===== src/rtl/mission_pkg.sv =====
// Shared types and Open Interface constants for the figure-8 mission controller.
// Packet contents are generated here so the FSM only sequences byte indices.
package mission_pkg;

  typedef enum logic [2:0] {
    S_IDLE     = 3'd0,
    S_INIT_TX  = 3'd1,
    S_READY    = 3'd2,
    S_LEGA_TX  = 3'd3,
    S_LEGA_RUN = 3'd4,
    S_LEGB_TX  = 3'd5,
    S_LEGB_RUN = 3'd6,
    S_STOP_TX  = 3'd7
  } state_t;

  localparam logic [7:0]  OP_START        = 8'h80;
  localparam logic [7:0]  OP_FULL         = 8'h84;
  localparam logic [7:0]  OP_DRIVE        = 8'h89;
  localparam logic [15:0] RADIUS_STRAIGHT = 16'h8000;

  function automatic logic [2:0] pkt_len(input state_t st);
    return (st == S_INIT_TX) ? 3'd2 : 3'd5;
  endfunction

  // Byte idx of the packet sent in state st; leg B mirrors the radius, stop zeroes speed.
  function automatic logic [7:0] pkt_byte(input state_t st, input logic [2:0] idx,
                                          input logic [15:0] vel, input logic [15:0] rad);
    logic [15:0] v;
    logic [15:0] r;
    logic [7:0]  b;
    v = vel;
    r = rad;
    case (st)
      S_LEGB_TX: r = ~rad + 16'd1;
      S_STOP_TX: begin
        v = '0;
        r = RADIUS_STRAIGHT;
      end
      default: ;
    endcase
    case (idx)
      3'd0:    b = OP_DRIVE;
      3'd1:    b = v[15:8];
      3'd2:    b = v[7:0];
      3'd3:    b = r[15:8];
      default: b = r[7:0];
    endcase
    if (st == S_INIT_TX) b = (idx == 3'd0) ? OP_START : OP_FULL;
    return b;
  endfunction

endpackage


===== src/rtl/mission_control_if.sv =====
// Byte-stream handshake between the mission sequencer and the UART transmitter.
interface mission_control_if;
  logic [7:0] data;
  logic       valid;
  logic       ready;

  modport master (output data, output valid, input  ready);
  modport slave  (input  data, input  valid, output ready);
endinterface


===== src/rtl/uart_tx.sv =====
// 8N1 UART transmitter, LSB first. Ready rises on the last stop-bit cycle so a
// waiting byte starts immediately after it, giving back-to-back frames.
module uart_tx #(
  parameter int BIT_CYC = 1736
) (
  input  logic       clk,
  input  logic       rst_n,
  input  logic [7:0] data,
  input  logic       valid,
  output logic       ready,
  output logic       tx
);

  localparam int CW = $clog2(BIT_CYC + 1);

  logic          busy;
  logic [3:0]    bit_cnt;
  logic [CW-1:0] cyc_cnt;
  logic [7:0]    shreg;
  logic          bit_end;

  assign bit_end = (cyc_cnt == CW'(BIT_CYC - 1));
  assign ready   = !busy || (bit_end && bit_cnt == 4'd9);

  // NOTE: registered state uses non-blocking assignments so every flop samples
  // pre-edge values regardless of process ordering.
  always_ff @(posedge clk or negedge rst_n) begin
    if (!rst_n) begin
      busy    <= 1'b0;
      bit_cnt <= '0;
      cyc_cnt <= '0;
      shreg   <= '0;
      tx      <= 1'b1;
    end else if (valid && ready) begin
      busy    <= 1'b1;
      tx      <= 1'b0;
      shreg   <= data;
      bit_cnt <= '0;
      cyc_cnt <= '0;
    end else if (busy) begin
      if (bit_end) begin
        cyc_cnt <= '0;
        bit_cnt <= bit_cnt + 4'd1;
        if (bit_cnt == 4'd9) begin
          busy <= 1'b0;
          tx   <= 1'b1;
        end else if (bit_cnt == 4'd8) begin
          tx <= 1'b1;
        end else begin
          tx    <= shreg[0];
          shreg <= {1'b0, shreg[7:1]};
        end
      end else begin
        cyc_cnt <= cyc_cnt + CW'(1);
      end
    end
  end

endmodule


===== src/rtl/mission_control.sv =====
// Figure-8 mission controller: conditions buttons, sequences the drive legs and
// streams Open Interface packets to the robot over the UART.
module mission_control
  import mission_pkg::*;
#(
  parameter int                 CLK_HZ          = 100_000_000,
  parameter int                 BAUD            = 57600,
  parameter int                 BIT_CYC         = CLK_HZ / BAUD,
  parameter logic signed [15:0] VELOCITY        = 16'sd200,
  parameter logic signed [15:0] RADIUS          = 16'sd500,
  parameter logic [31:0]        LEG_CYCLES      = 32'd1_570_796_327,
  parameter int                 LOOPS           = 1,
  parameter int                 DEBOUNCE_CYCLES = 16
) (
  input  logic       clk,
  input  logic       rst_n,
  input  logic [7:0] sw,
  input  logic       btnu,
  input  logic       btns,
  input  logic       btnd,
  input  logic       RxD,
  output logic       TxD,
  output logic [7:0] Led
);

  localparam int DB_W = $clog2(DEBOUNCE_CYCLES + 1);

  logic [2:0] btn_raw;
  logic [2:0] btn_pulse;
  logic       rxd_meta, rxd_sync;
  logic       unused_sw;

  assign btn_raw   = {btnd, btns, btnu};
  assign unused_sw = ^sw[6:0];

  // Pulse is decoded from flops, so it is clean and lands on the edge stable updates.
  for (genvar i = 0; i < 3; i++) begin : g_btn
    logic            meta, sync, stable;
    logic [DB_W-1:0] cnt;
    logic            settle;

    assign settle       = (sync != stable) && (cnt == DB_W'(DEBOUNCE_CYCLES - 1));
    assign btn_pulse[i] = settle && sync;

    always_ff @(posedge clk or negedge rst_n) begin
      if (!rst_n) begin
        meta   <= 1'b0;
        sync   <= 1'b0;
        stable <= 1'b0;
        cnt    <= '0;
      end else begin
        meta <= btn_raw[i];
        sync <= meta;
        if (sync == stable) begin
          cnt <= '0;
        end else if (settle) begin
          cnt    <= '0;
          stable <= sync;
        end else begin
          cnt <= cnt + DB_W'(1);
        end
      end
    end
  end

  always_ff @(posedge clk or negedge rst_n) begin
    if (!rst_n) begin
      rxd_meta <= 1'b1;
      rxd_sync <= 1'b1;
    end else begin
      rxd_meta <= RxD;
      rxd_sync <= rxd_meta;
    end
  end

  state_t      state, state_next;
  logic [2:0]  byte_idx;
  logic [7:0]  loop_cnt;
  logic [31:0] timer;
  logic        tx_active;
  logic        tx_valid, tx_ready, accept;
  logic        abort, in_tx, in_leg, pkt_done, timer_done, last_loop;
  logic [7:0]  tx_byte;

  mission_control_if tx_bus ();

  assign abort      = btn_pulse[2] || !sw[7];
  assign in_tx      = state inside {S_INIT_TX, S_LEGA_TX, S_LEGB_TX, S_STOP_TX};
  assign in_leg     = state inside {S_LEGA_TX, S_LEGA_RUN, S_LEGB_TX, S_LEGB_RUN};
  assign accept     = tx_valid && tx_ready;
  assign pkt_done   = in_tx && (byte_idx == pkt_len(state)) && tx_active && tx_ready;
  assign timer_done = (timer == LEG_CYCLES - 32'd1);
  assign last_loop  = ({24'd0, loop_cnt} + 32'd1) >= 32'(LOOPS);

  always_ff @(posedge clk or negedge rst_n) begin
    if (!rst_n) state <= S_IDLE;
    else        state <= state_next;
  end

  // NOTE: every output of this block gets a default first, so no path can infer a latch.
  always_comb begin
    state_next = state;
    tx_valid   = 1'b0;
    tx_byte    = pkt_byte(state, byte_idx, VELOCITY, RADIUS);
    if (in_tx && byte_idx < pkt_len(state) && !(in_leg && abort)) tx_valid = 1'b1;
    case (state)
      S_IDLE:     if (btn_pulse[0]) state_next = S_INIT_TX;
      S_INIT_TX:  if (pkt_done) state_next = S_READY;
      S_READY: begin
        if (btn_pulse[0])                state_next = S_INIT_TX;
        else if (btn_pulse[1] && sw[7])  state_next = S_LEGA_TX;
      end
      S_LEGA_TX:  if (abort) state_next = S_STOP_TX; else if (pkt_done)   state_next = S_LEGA_RUN;
      S_LEGA_RUN: if (abort) state_next = S_STOP_TX; else if (timer_done) state_next = S_LEGB_TX;
      S_LEGB_TX:  if (abort) state_next = S_STOP_TX; else if (pkt_done)   state_next = S_LEGB_RUN;
      S_LEGB_RUN: begin
        if (abort)           state_next = S_STOP_TX;
        else if (timer_done) state_next = last_loop ? S_STOP_TX : S_LEGA_TX;
      end
      S_STOP_TX:  if (pkt_done) state_next = S_READY;
      default:    state_next = S_IDLE;
    endcase
  end

  // tx_active drops exactly when the final stop bit ends (ready high, nothing accepted).
  always_ff @(posedge clk or negedge rst_n) begin
    if (!rst_n) begin
      byte_idx  <= '0;
      loop_cnt  <= '0;
      timer     <= '0;
      tx_active <= 1'b0;
    end else begin
      if (accept)        tx_active <= 1'b1;
      else if (tx_ready) tx_active <= 1'b0;
      if (state_next != state) begin
        byte_idx <= '0;
        timer    <= '0;
      end else begin
        if (accept) byte_idx <= byte_idx + 3'd1;
        if (state == S_LEGA_RUN || state == S_LEGB_RUN) timer <= timer + 32'd1;
      end
      if (state == S_READY && state_next == S_LEGA_TX)
        loop_cnt <= '0;
      else if (state == S_LEGB_RUN && timer_done && !abort)
        loop_cnt <= loop_cnt + 8'd1;
    end
  end

  assign tx_bus.data  = tx_byte;
  assign tx_bus.valid = tx_valid;
  assign tx_ready     = tx_bus.ready;

  uart_tx #(.BIT_CYC(BIT_CYC)) u_uart_tx (
    .clk   (clk),
    .rst_n (rst_n),
    .data  (tx_bus.data),
    .valid (tx_bus.valid),
    .ready (tx_bus.ready),
    .tx    (TxD)
  );

  assign Led = {rxd_sync, tx_active, sw[7], state, loop_cnt[1:0]};

endmodule


===== config.mk =====
export PLATFORM = sky130hd
export DESIGN_NAME = mission_control
export DESIGN_NICKNAME = d
export VERILOG_FILES = /design/src/rtl/mission_pkg.sv /design/src/rtl/mission_control_if.sv /design/src/rtl/uart_tx.sv /design/src/rtl/mission_control.sv
export SDC_FILE = /design/constraint.sdc
export NUM_CORES = 1
export LEC_CHECK = 0
export CAP_MARGIN = 30
export CORE_MARGIN = 3
export CORE_UTILIZATION = 58
export DETAILED_ROUTE_END_ITERATION = 7
export PLACE_DENSITY = 0.77
export SYNTH_ARGS = -nofsm -noshare
export SYNTH_HDL_FRONTEND = slang
export SYNTH_HIERARCHICAL = 1
export SYNTH_SLANG_ARGS = --single-unit

===== constraint.sdc =====
create_clock -name clk -period 5 [get_ports clk]
set_input_delay 1.5 -clock clk [delete_from_list [all_inputs] [get_ports clk]]
set_output_delay 1.5 -clock clk [all_outputs]
set_load 0.02 [all_outputs]

* Yosys cells after proc, flatten, opt, wreduce, memory -nomap -nowiden *
Cells that the tools add are included.

operators by class
  $add $sub $neg = 9
  $lt $le $gt $ge = 2
  equal/unequal tests = 28
  muxes and demuxes = 55
  bitwise gates (word level) = 3
  reduce and logical (&&, ||, !) cells = 41

operators by type and width
  kind                     count
  $mux W8                  9
  $mux W32                 2
  $mux W3                  17
  $mux W11                 3
  $add A32 B1 Y32 const B  1
  $eq A32 B31 Y1 const B   1
  $pmux W16 S2             1
  $pmux W8 S4              1
  $mux W5                  6
  $pmux W3 S7              1
  $logic_and A1 B1 Y1      18
  $add A5 B1 Y5 const B    3
  $eq A3 B2 Y1 const B     5
  $eq A5 B4 Y1 const B     3
  $eq A3 B3 Y1 const B     4
  $mux W1                  12
  $mux W4                  3
  $reduce_bool A2 Y1       6
  $add A11 B1 Y11 const B  1
  $eq A11 B11 Y1 const B   1
  $add A8 B1 Y9 const B    1
  $ge A9 B1 Y1 const B     1
  $add A8 B1 Y8 const B    1
  $eq A4 B4 Y1 const B     2
  17 further kinds         35

storage, ports and cells
  bits in registers = 98
  output and inout bits = 9
  word-level logic and storage cells = 162

* Logic depth before layout (Yosys ltp) *
Gate-level depths: netlist of the first run.

  depth in word-level cells = 12
  gate-level depth with buffers = 13

* Modules after synthesis *
Netlist of the first run, hierarchy kept.

by module, submodules not included
  module           instances  cells each  area an instance (µm²)  seq. area each (µm²)
  mission_control  1          430         4070.2                  1829.3
  uart_tx          1          140         1343.8                  626.9

* Least setup slack after synthesis of the first run *
Ideal clock, no wire load.

  kind = input-to-output
  start = in sw[7]
  end = out Led[5]
  arrival = 1634 ps
  required time = 3500 ps
  path slack = 1866 ps
  stages on the path = 1
  buffers on the path = 1
  cells stage by stage = buf_4

RTL lines
  element             RTL line               text
  start: declaration  mission_control.sv:17  input logic [7:0] sw,
  end: declaration    mission_control.sv:23  output logic [7:0] Led

No word-level cell between the ends.

* Final worst setup path of the first run *
  start = in sw[7]
  end = out Led[5]

No word-level cell between the ends.

==> impl_metrics.yaml, run 1 <==
status:
  status: "completed"
clock_network:
  post_cts_hold_buffers: 0
  cts-buffers-inserted: 9
  clock_tree_from_tritoncts: "built"
  total_number_of_h_tree_levels: 3
  tritoncts_num_sinks: 98
  postCtsSetupRepairBufs: 0
  clockRootBuffer: "sky130_fd_sc_hd__clkbuf_8"
  cts_max_path_buffers: 2
  postCtsResizedCells: 0
  clock_latency_on_the_worst_skew_pair_ns: 0.37
  path_clk_slew_ns: 0.09
worst_setup_path:
  worst_r2r_path_depth: 9
  critical_path_class: "in2out"
  cp_top_family: "buffers and inverters"
  worstPathMaxFanout: 7
  worstSetupStartpointType: "input port"
  setup.worst_path.end: "Led[5]"
  crit_path_cell_trace: "clkdlybuf4s50_1 > clkdlybuf4s50_1"
  reg2reg_setup_slack_ns: 1.44
  crit_cells: 2
  timing.critical_path.buf_inv: 2
  crit_path_max_delay_cell_type: "sky130_fd_sc_hd__clkdlybuf4s50_1"
  reg2reg_to: "timer[1]$_DFFE_PN0P_"
  arrival_time_reported_for_the_critical_path_endpoint_ns: 2.72
  delay_contributed_by_the_slowest_stage_of_the_critical_path_ns: 0.64
  cell_occurring_most_often_along_the_worst_timing_path: "sky130_fd_sc_hd__clkdlybuf4s50_1"
  critical_path.endpoint_type: "primary output"
  worst-endpoint-required_ns: 3.50
  regToRegStartpoint: "state[0]$_DFF_PN0_"
  cp-startpoint: "sw[7]"
floorplan:
  floorplan.io_pins: 23
  core_footprint_sq_um: 8890
  num_rows: 34
  initial_core_util: 0.609
  design.die.area_sq_um: 10500
  die_height_microns: 103
  chipWidth_microns: 103
synth:
  synth.cell_area_sq_um: 5410
  number_of_synthesized_flops_with_an_enable_pin: 0
  area_fraction_of_the_dominant_cell_type_after_synthesis: 0.439
  synth_top_cell_by_area: "sky130_fd_sc_hd__dfrtp_1"
  post_synth_main_area_contributors: "sky130_fd_sc_hd__dfrtp_1, sky130_fd_sc_hd__nor2_1, sky130_fd_sc_hd__ha_1"
  yosysSeqAreaShare: 0.454
  synth_async_sr_flop_share: 1.00
  synthesis.area_per_instance_sq_um: 9.50
  syn_nets: 603
  synthMostInstantiatedCell: "sky130_fd_sc_hd__dfrtp_1"
  ys_top_cells_by_count: "sky130_fd_sc_hd__dfrtp_1, sky130_fd_sc_hd__nor2_1, sky130_fd_sc_hd__nand2_1"
  syn_inst: 570
  synth.ff_latch_count: 98
  yosys_warnings: 6
  yosys.cell_types.count: 61
  synthFlopType: "sky130_fd_sc_hd__dfrtp_1"
drt:
  remaining_drc_errors: 0
  detail_route.vias_per_cell: 5.93
  dr.pass1.iters: 4
  total_wire_length_microns: 10400
  drt-initial-drc-count: 208
  overall_via_count_from_detail_route: 4097
  wire_per_inst_microns: 15.0
  detail-route-antenna-nets: 0
min_path:
  hold_path.class: "reg2reg"
  min_delay_path_depth: 0
sta:
  final.setup.tns_ns: 0
  max_slew.worst_pin.slew_ns: 1.01
  timing_hold_violations_final: 0
  finClkSkew_ns: 0.0101
  max_slew_margin: 0.321
  layout_min_cycle_time_ns: 4.22
  min_period_over_period: 0.845
  rsz0062_at_grt: "false"
  fmaxAchievable_mhz: 237
  finalSetupViolCount: 0
  slew_violations: 0
cells_and_area:
  finish.utilization: 0.652
  antenna-diode-count: 0
  post_route_cells_drive_above_1_share: 0.0669
  layout.cell_area.non_filler_sq_um: 5800
  area_occupied_by_registers_sq_um: 2460
  area_growth_syn_to_layout_pct: 7.12
  footprint_of_the_multi_input_gates_sq_um: 2760
  nFillCells: 740
  fin_nets: 611
run:
  cap_violations: 0
power_and_ir_drop:
  vdd_ir_drop_max_v: 0.000199
  pwr_density_cell_nw_per_um2: 234
  power.static_leakage_nw: 2.47
grt:
  globalRouteTotalUtil: 0.213
  initial_antenna_violation_count: 0
  global_route_wire_length_before_repair_microns: 18100
  globalRoute.totalOverflow: 0
  largest_net_degree_at_the_start_of_global_routing: 72
  grt_pass1_vias: 3991
placement:
  placedInstanceArea_sq_um: 5610
  io_buffer_count: 15
  dp_hpwl_microns: 7280
  gp_congestion: 0.838
-- layout by cell type, fill, tap and decap left out, types with 5 or more instances in the layout --
| master | n |
|---|---|
| sky130_fd_sc_hd__inv_1 | 22 |
| sky130_fd_sc_hd__nor2_1 | 67 |
| sky130_fd_sc_hd__nand3_1 | 29 |
| sky130_fd_sc_hd__xor2_1 | 16 |
| sky130_fd_sc_hd__and3_1 | 10 |
| sky130_fd_sc_hd__a21oi_1 | 22 |
| sky130_fd_sc_hd__a31oi_1 | 6 |
| sky130_fd_sc_hd__nand4b_1 | 6 |
| sky130_fd_sc_hd__nand2b_1 | 10 |
| sky130_fd_sc_hd__nand2_1 | 55 |
| sky130_fd_sc_hd__o21ai_0 | 30 |
| sky130_fd_sc_hd__nand4_1 | 13 |
| sky130_fd_sc_hd__nor2b_1 | 6 |
| sky130_fd_sc_hd__clkdlybuf4s50_1 | 14 |
| sky130_fd_sc_hd__mux2i_1 | 9 |
| sky130_fd_sc_hd__clkbuf_8 | 9 |
| sky130_fd_sc_hd__dfrtp_1 | 95 |
| sky130_fd_sc_hd__xnor2_1 | 27 |
| sky130_fd_sc_hd__mux2_2 | 5 |
| sky130_fd_sc_hd__nor3_1 | 8 |
| sky130_fd_sc_hd__or3_1 | 12 |
| sky130_fd_sc_hd__nor4_1 | 19 |
| sky130_fd_sc_hd__ha_1 | 19 |
| sky130_fd_sc_hd__and4_1 | 5 |
-- metrics by stage --
step           total power [mW]  worst slack (ns)  hold WS, ns  instances
4_1_cts                    1.37             0.774        0.361        691
2_1_floorplan             0.839              1.87        0.331        570
5_1_grt                    1.41             0.726        0.370        691
3_5_place_dp              0.865             0.775        0.336        675
6_report                   1.35             0.776        0.357        691
3_3_place_gp              0.864             0.781        0.332        675
-- metal layers --
layer / vias up / part of all wire / track usage
li1: 2048 / - / -
met1: 1995 / 0.46 / 0.278
met2: 43 / 0.51 / 0.363
met3: 11 / 0.026 / 0.0332
met4: 0 / 0.012 / 0.0686
met5: - / 0 / 0
-- kinds of logic after synthesis --
| logic type | after synthesis | share of synthesized area |
|---|---|---|
| mux | 14 | 0.0270 |
| xor+xnor | 43 | 0.0696 |
| buf+inv | 43 | 0.0363 |
| flops | 98 | 0.454 |
| compound gates | 88 | 0.107 |
| simple gates | 265 | 0.263 |
| fa+ha+maj | 19 | 0.0439 |
-- flip-flops by register name (all words and copies together), names as in the netlist, 4 cells and up --
signal,flops
timer,32
g_btn.cnt,15
u_uart_tx/cyc_cnt,11
loop_cnt,8
u_uart_tx/shreg,8
u_uart_tx/bit_cnt,4
-- layout make-up --
type,instances,share of cell area
sequential,98,0.424
clock buffer,10,0.0220
tap,108,0.0233
timing repair buffer,18,0.0293
clock inverter,6,0.0114
inverter,22,0.0142
multi-input combinational,429,0.476
-- how the worst min path moves through the flow --
stage | from | end | slack, ns
floorplan | g_btn[0].meta$_DFF_PN0_ | g_btn[0].sync$_DFF_PN0_ | 0.33
global route | rxd_meta$_DFF_PN1_ | rxd_sync$_DFF_PN1_ | 0.37
finish | g_btn[1].meta$_DFF_PN0_ | g_btn[1].sync$_DFF_PN0_ | 0.36
global placement | g_btn[0].meta$_DFF_PN0_ | g_btn[0].sync$_DFF_PN0_ | 0.33
detailed placement | g_btn[1].meta$_DFF_PN0_ | g_btn[1].sync$_DFF_PN0_ | 0.34
CTS | g_btn[0].meta$_DFF_PN0_ | g_btn[0].sync$_DFF_PN0_ | 0.36
-- power breakdown --
part / switching (mW) / leakage (nW) / internal, mW / total [mW]
combinational: 0.0260 / 1.16 / 0.0142 / 0.0402
clock: 0.274 / 0.0889 / 0.232 / 0.506
sequential: 0.00633 / 1.22 / 0.802 / 0.808
(Power assumes the default switching activity.)
==> inputs of run 2 (changes only) <==
--- a/config.mk
+++ b/config.mk
@@ -7,9 +7,9 @@
 export LEC_CHECK = 0
 export CAP_MARGIN = 30
 export CORE_MARGIN = 3
-export CORE_UTILIZATION = 58
+export CORE_UTILIZATION = 55
 export DETAILED_ROUTE_END_ITERATION = 7
-export PLACE_DENSITY = 0.77
+export PLACE_DENSITY = 0.76
 export SYNTH_ARGS = -nofsm -noshare
 export SYNTH_HDL_FRONTEND = slang
 export SYNTH_HIERARCHICAL = 1
==> constraint.sdc (replaced) <==
create_clock -name clk -period 3.8 [get_ports clk]
set_input_delay 1.14 -clock clk [delete_from_list [all_inputs] [get_ports clk]]
set_output_delay 1.14 -clock clk [all_outputs]
set_load 0.02 [all_outputs]
==> run 2 against run 1 <==
  * Clock power increased by 42%
  * Setup slack worse by 0.49 ns
  * Clock-buffer cell count is 1 higher
  * First-iteration DRC count is 21% higher
  * Sequential power increased by 31%
  * Sequential cell count unchanged
  * Sequential share of layout area is 0.59 points lower
  * Critical endpoint unchanged
  * Largest cell class unchanged
  * Largest power group unchanged
==> impl_metrics.yaml, run 2 (synthesized netlist as in run 1, its figures left out) <==
cells_and_area:
  antenna-diode-count: 0
  layout.cells.most_common: "sky130_fd_sc_hd__dfrtp_1"
  area_growth_syn_to_layout_pct: 8.62
  largest_register: "timer"
  largest_registers: "timer x32, g_btn.cnt x15, u_uart_tx/cyc_cnt x11"
  largest_reg_flops: 32
  most-common-layout-cells: "sky130_fd_sc_hd__dfrtp_1, sky130_fd_sc_hd__nor2_1, sky130_fd_sc_hd__nand2_1"
  nFillCells: 797
  post_route_cells_drive_above_1_share: 0.0701
  final-instance-count-excl-fill: 714
  fin_nets: 615
power_and_ir_drop:
  vdd_ir_drop_max_v: 0.000197
  power.static_leakage_nw: 2.50
  totalPowerFinal_mw: 1.84
  pwr_density_cell_nw_per_um2: 313
sta:
  layout_min_cycle_time_ns: 3.51
  finalSetupViolCount: 0
  max_slew_margin: 0.347
  postLayoutSetupSlackWorst_ns: 0.286
  fmaxAchievable_mhz: 285
  finClkSkew_ns: 0.00976
  rsz0062_at_grt: "false"
  timing_hold_violations_final: 0
  final.setup.tns_ns: 0
  max_slew.worst_pin.slew_ns: 0.979
  slew_violations: 0
  min_period_over_period: 0.925
  worst_hold_slack_ns: 0.357
drt:
  dr.pass1.iters: 4
  detail_route.vias_per_cell: 5.77
  wire_per_inst_microns: 14.4
  total_wire_length_microns: 10300
  drt-initial-drc-count: 252
  remaining_drc_errors: 0
  overall_via_count_from_detail_route: 4118
  detail-route-antenna-nets: 0
worst_setup_path:
  crit_path_max_delay_cell_type: "sky130_fd_sc_hd__clkdlybuf4s50_1"
  worst-endpoint-required_ns: 2.66
  worstSetupStartpointType: "input port"
  worstPathMaxFanout: 7
  cell_occurring_most_often_along_the_worst_timing_path: "sky130_fd_sc_hd__clkdlybuf4s50_1"
  crit_path_cell_trace: "clkdlybuf4s50_1 > clkdlybuf4s50_1"
  delay_contributed_by_the_slowest_stage_of_the_critical_path_ns: 0.65
  arrival_time_reported_for_the_critical_path_endpoint_ns: 2.37
  timing.critical_path.buf_inv: 2
  critical_path_class: "in2out"
  cp_top_family: "buffers and inverters"
  critical_path.endpoint_type: "primary output"
clock_network:
  clock_latency_on_the_worst_skew_pair_ns: 0.37
  tritoncts_num_sinks: 98
  path_clk_slew_ns: 0.08
  total_number_of_h_tree_levels: 3
  clock_tree_from_tritoncts: "built"
  post_cts_hold_buffers: 0
  cts-buffers-inserted: 9
  postCtsResizedCells: 0
  clockRootBuffer: "sky130_fd_sc_hd__clkbuf_8"
  postCtsSetupRepairBufs: 0
  cts_max_path_buffers: 2
floorplan:
  core_footprint_sq_um: 9420
  floorplan.io_pins: 23
  num_rows: 35
  design.die.area_sq_um: 11100
  chipWidth_microns: 105
  initial_core_util: 0.575
  die_height_microns: 105
grt:
  initial_antenna_violation_count: 0
  globalRouteTotalUtil: 0.198
  global_route_wire_length_before_repair_microns: 18300
  largest_net_degree_at_the_start_of_global_routing: 73
  grt_pass1_vias: 4072
  globalRoute.totalOverflow: 0
placement:
  pre_cts_slack_ns: 0.290
  dp_hpwl_microns: 7270
  place.detailed.instances: 700
  io_buffer_count: 15
  gp_congestion: 0.863
status:
  status: "completed"
run:
  cap_violations: 0
min_path:
  hold_path.class: "reg2reg"
run 2: final timing paths:
path                                                   from                              to  slack (ns)  cells after the start
hold / removal                      g_btn[2].meta$_DFF_PN0_         g_btn[2].sync$_DFF_PN0_        0.36                      0
hold reg to reg                     g_btn[2].meta$_DFF_PN0_         g_btn[2].sync$_DFF_PN0_        0.36                      0
setup reg to reg           u_uart_tx/cyc_cnt[8]$_DFFE_PN0P_         byte_idx[2]$_DFFE_PN0P_        0.63                      8
min in group asynchronous                             rst_n  u_uart_tx/shreg[7]$_DFFE_PN0P_        0.68                      1
setup / recovery                                      sw[7]                          Led[5]        0.29                      2
max in group asynchronous                             rst_n         loop_cnt[6]$_DFFE_PN0P_        2.43                      2
run 2: area by class of cell:
cell class                 instances  area (sq um)  area share
timing repair buffer              22           213      0.0362
tap                              129           161      0.0274
clock buffer                      11           141      0.0240
sequential                        98          2460       0.418
inverter                          22          82.6      0.0140
multi-input combinational        429          2760       0.470
clock inverter                     3          65.1      0.0111
run 2: report_power, final:
part | switching (mW) | internal, mW
registers | 0.00843 | 1.05
logic | 0.0348 | 0.0202
clock network | 0.339 | 0.381
total | 0.383 | 1.46
run 2: per-stage QoR:
stage,instance area (sq um),utilization
2_1_floorplan,5410,-
3_3_place_gp,5670,0.603
3_5_place_dp,5670,0.603
4_1_cts,5880,0.625
5_1_grt,5880,0.625
6_report,5880,0.625
run 2: metal layers:
metal / GRT usage / up-vias / part of all wire / wire, microns
li1: - / 2045 / - / -
met5: 0 / - / 0 / 0
met1: 0.257 / 1998 / 0.47 / 4790
met4: 0.0656 / 0 / 0.016 / 162
met3: 0.0367 / 15 / 0.027 / 277
met2: 0.335 / 60 / 0.49 / 5060
==> inputs of run 3 (changes only) <==
--- a/config.mk
+++ b/config.mk
@@ -9,7 +9,8 @@
 export CORE_MARGIN = 3
 export CORE_UTILIZATION = 55
 export DETAILED_ROUTE_END_ITERATION = 7
-export PLACE_DENSITY = 0.76
+export GPL_ROUTABILITY_DRIVEN = 0
+export PLACE_DENSITY = 0.82
 export SYNTH_ARGS = -nofsm -noshare
 export SYNTH_HDL_FRONTEND = slang
 export SYNTH_HIERARCHICAL = 1
==> run 3 against run 2 <==
  * Clock-buffer cell count is 1 lower
  * Maximum frequency is 0.12% higher
  * Combinational power is 0.9% lower
  * First-iteration DRC count is 7.1% higher
  * Critical path depth stayed put
  * Hold slack better by 0.0015 ns
  * Setup slack better by 0.0042 ns
  * Core utilization is 0.093 points lower
  * Sequential power hardly changed
  * Critical path type unchanged
  * Critical endpoint unchanged
  * Largest cell class unchanged
==> impl_metrics.yaml, run 3 (synthesized netlist as in run 1, its figures left out) <==
sta:
  fmaxAchievable_mhz: 285
  finClkSkew_ns: 0.0124
  max_slew.worst_pin.slew_ns: 1.01
  timing_hold_violations_final: 0
  layout_min_cycle_time_ns: 3.51
  max_slew_margin: 0.328
  rsz0062_at_grt: "false"
  worst_hold_slack_ns: 0.359
  final.setup.tns_ns: 0
  min_period_over_period: 0.924
  finalSetupViolCount: 0
  slew_violations: 0
placement:
  io_buffer_count: 15
  dp_hpwl_microns: 7500
  place.detailed.instances: 701
worst_setup_path:
  cp_top_family: "buffers and inverters"
  crit_path_cell_trace: "clkdlybuf4s50_1 > clkdlybuf4s50_1"
  critical_path.endpoint_type: "primary output"
  arrival_time_reported_for_the_critical_path_endpoint_ns: 2.37
  timing.critical_path.buf_inv: 2
  worstSetupStartpointType: "input port"
  worst-endpoint-required_ns: 2.66
  worstPathMaxFanout: 7
  cell_occurring_most_often_along_the_worst_timing_path: "sky130_fd_sc_hd__clkdlybuf4s50_1"
  delay_contributed_by_the_slowest_stage_of_the_critical_path_ns: 0.65
  crit_path_max_delay_cell_type: "sky130_fd_sc_hd__clkdlybuf4s50_1"
  critical_path_class: "in2out"
cells_and_area:
  post_route_cells_drive_above_1_share: 0.0765
  layout.cells.most_common: "sky130_fd_sc_hd__dfrtp_1"
  most-common-layout-cells: "sky130_fd_sc_hd__dfrtp_1, sky130_fd_sc_hd__nor2_1, sky130_fd_sc_hd__nand2_1"
  final-instance-count-excl-fill: 717
  antenna-diode-count: 0
  largest_registers: "timer x32, g_btn.cnt x15, u_uart_tx/cyc_cnt x11"
  fin_nets: 616
  largest_register: "timer"
  largest_reg_flops: 32
  area_growth_syn_to_layout_pct: 8.46
clock_network:
  clock_latency_on_the_worst_skew_pair_ns: 0.36
  postCtsResizedCells: 0
  cts_max_path_buffers: 2
  clock_tree_from_tritoncts: "built"
  tritoncts_num_sinks: 98
  clockRootBuffer: "sky130_fd_sc_hd__clkbuf_8"
  post_cts_hold_buffers: 0
  path_clk_slew_ns: 0.10
  postCtsSetupRepairBufs: 0
  cts-buffers-inserted: 9
  total_number_of_h_tree_levels: 3
power_and_ir_drop:
  sequentialPowerShare: 0.592
  pwr_density_cell_nw_per_um2: 306
  switching_share: 0.222
  share_clk_of_total_power: 0.378
  pwr-share-comb: 0.030
  power_switching_uw: 399
  power.static_leakage_nw: 2.50
  vdd_ir_drop_max_v: 0.000230
  p_int_mw: 1.40
drt:
  met1Wirelength_microns: 4700
  highest_layer: "met4"
  remaining_drc_errors: 0
  length_of_routed_met2_wiring_microns: 5210
  detail_route.vias_per_cell: 5.93
  drt-initial-drc-count: 270
  detail-route-antenna-nets: 0
  overall_via_count_from_detail_route: 4250
  route.met3.wl_microns: 353
  total_wire_length_microns: 10400
  dr.pass1.iters: 4
  wire_per_inst_microns: 14.6
floorplan:
  initial_core_util: 0.575
  floorplan.io_pins: 23
  design.die.area_sq_um: 11100
  num_rows: 35
  die_height_microns: 105
  chipWidth_microns: 105
  core_footprint_sq_um: 9420
grt:
  grt_pass1_vias: 4142
  largest_net_degree_at_the_start_of_global_routing: 59
  initial_antenna_violation_count: 0
  globalRouteTotalUtil: 0.198
  global_route_wire_length_before_repair_microns: 18400
  globalRoute.totalOverflow: 0
run:
  cap_violations: 0
status:
  status: "completed"
min_path:
  hold_path.class: "reg2reg"
## run 3: power groups by stage
| stage | registers (mW) | logic [mW] | clock network (mW) |
|---|---|---|---|
| final | 1.06 | 0.0545 | 0.679 |
| after global routing | 1.07 | 0.0630 | 0.744 |
| after CTS | 1.06 | 0.0566 | 0.701 |
| after detailed placement | 1.08 | 0.0564 | 0 |
| after global placement | 1.08 | 0.0537 | 0 |
| after floorplan | 1.08 | 0.0225 | 0 |
## run 3: worst paths after layout
check,start,endpoint,slack [ns],cells after the start
setup / recovery,sw[7],Led[5],0.29,2
hold / removal,g_btn[1].meta$_DFF_PN0_,g_btn[1].sync$_DFF_PN0_,0.36,0
setup reg to reg,u_uart_tx/cyc_cnt[4]$_DFFE_PN0P_,timer[12]$_DFFE_PN0P_,0.56,8
hold reg to reg,g_btn[1].meta$_DFF_PN0_,g_btn[1].sync$_DFF_PN0_,0.36,0
max in group asynchronous,rst_n,u_uart_tx/tx$_DFFE_PN1P_,2.16,2
min in group asynchronous,rst_n,u_uart_tx/shreg[5]$_DFFE_PN0P_,0.82,1
## run 3: layer usage
layer,vias up,global-route usage
met1,2070,0.252
met2,101,0.339
met5,-,0
met4,0,0.0656
met3,24,0.0367
li1,2055,-
## run 3: area by class of cell
class	instances	area, sq um
repair buffers	23	208
well taps	129	161
multi-input cells	429	2760
fillers	765	3540
clock buffers	10	138
inverters	22	82.6
clock inverters	6	65.1
flip-flops and latches	98	2460
## run 3: through the flow
step | area (sq um) | power, mW | setup slack, ns | utilization
2_1_floorplan | 5410 | 1.10 | 0.834 | -
3_3_place_gp | 5670 | 1.14 | 0.295 | 0.602
3_5_place_dp | 5670 | 1.14 | 0.282 | 0.602
4_1_cts | 5870 | 1.82 | 0.284 | 0.624
5_1_grt | 5870 | 1.87 | 0.237 | 0.624
6_report | 5870 | 1.80 | 0.291 | 0.624
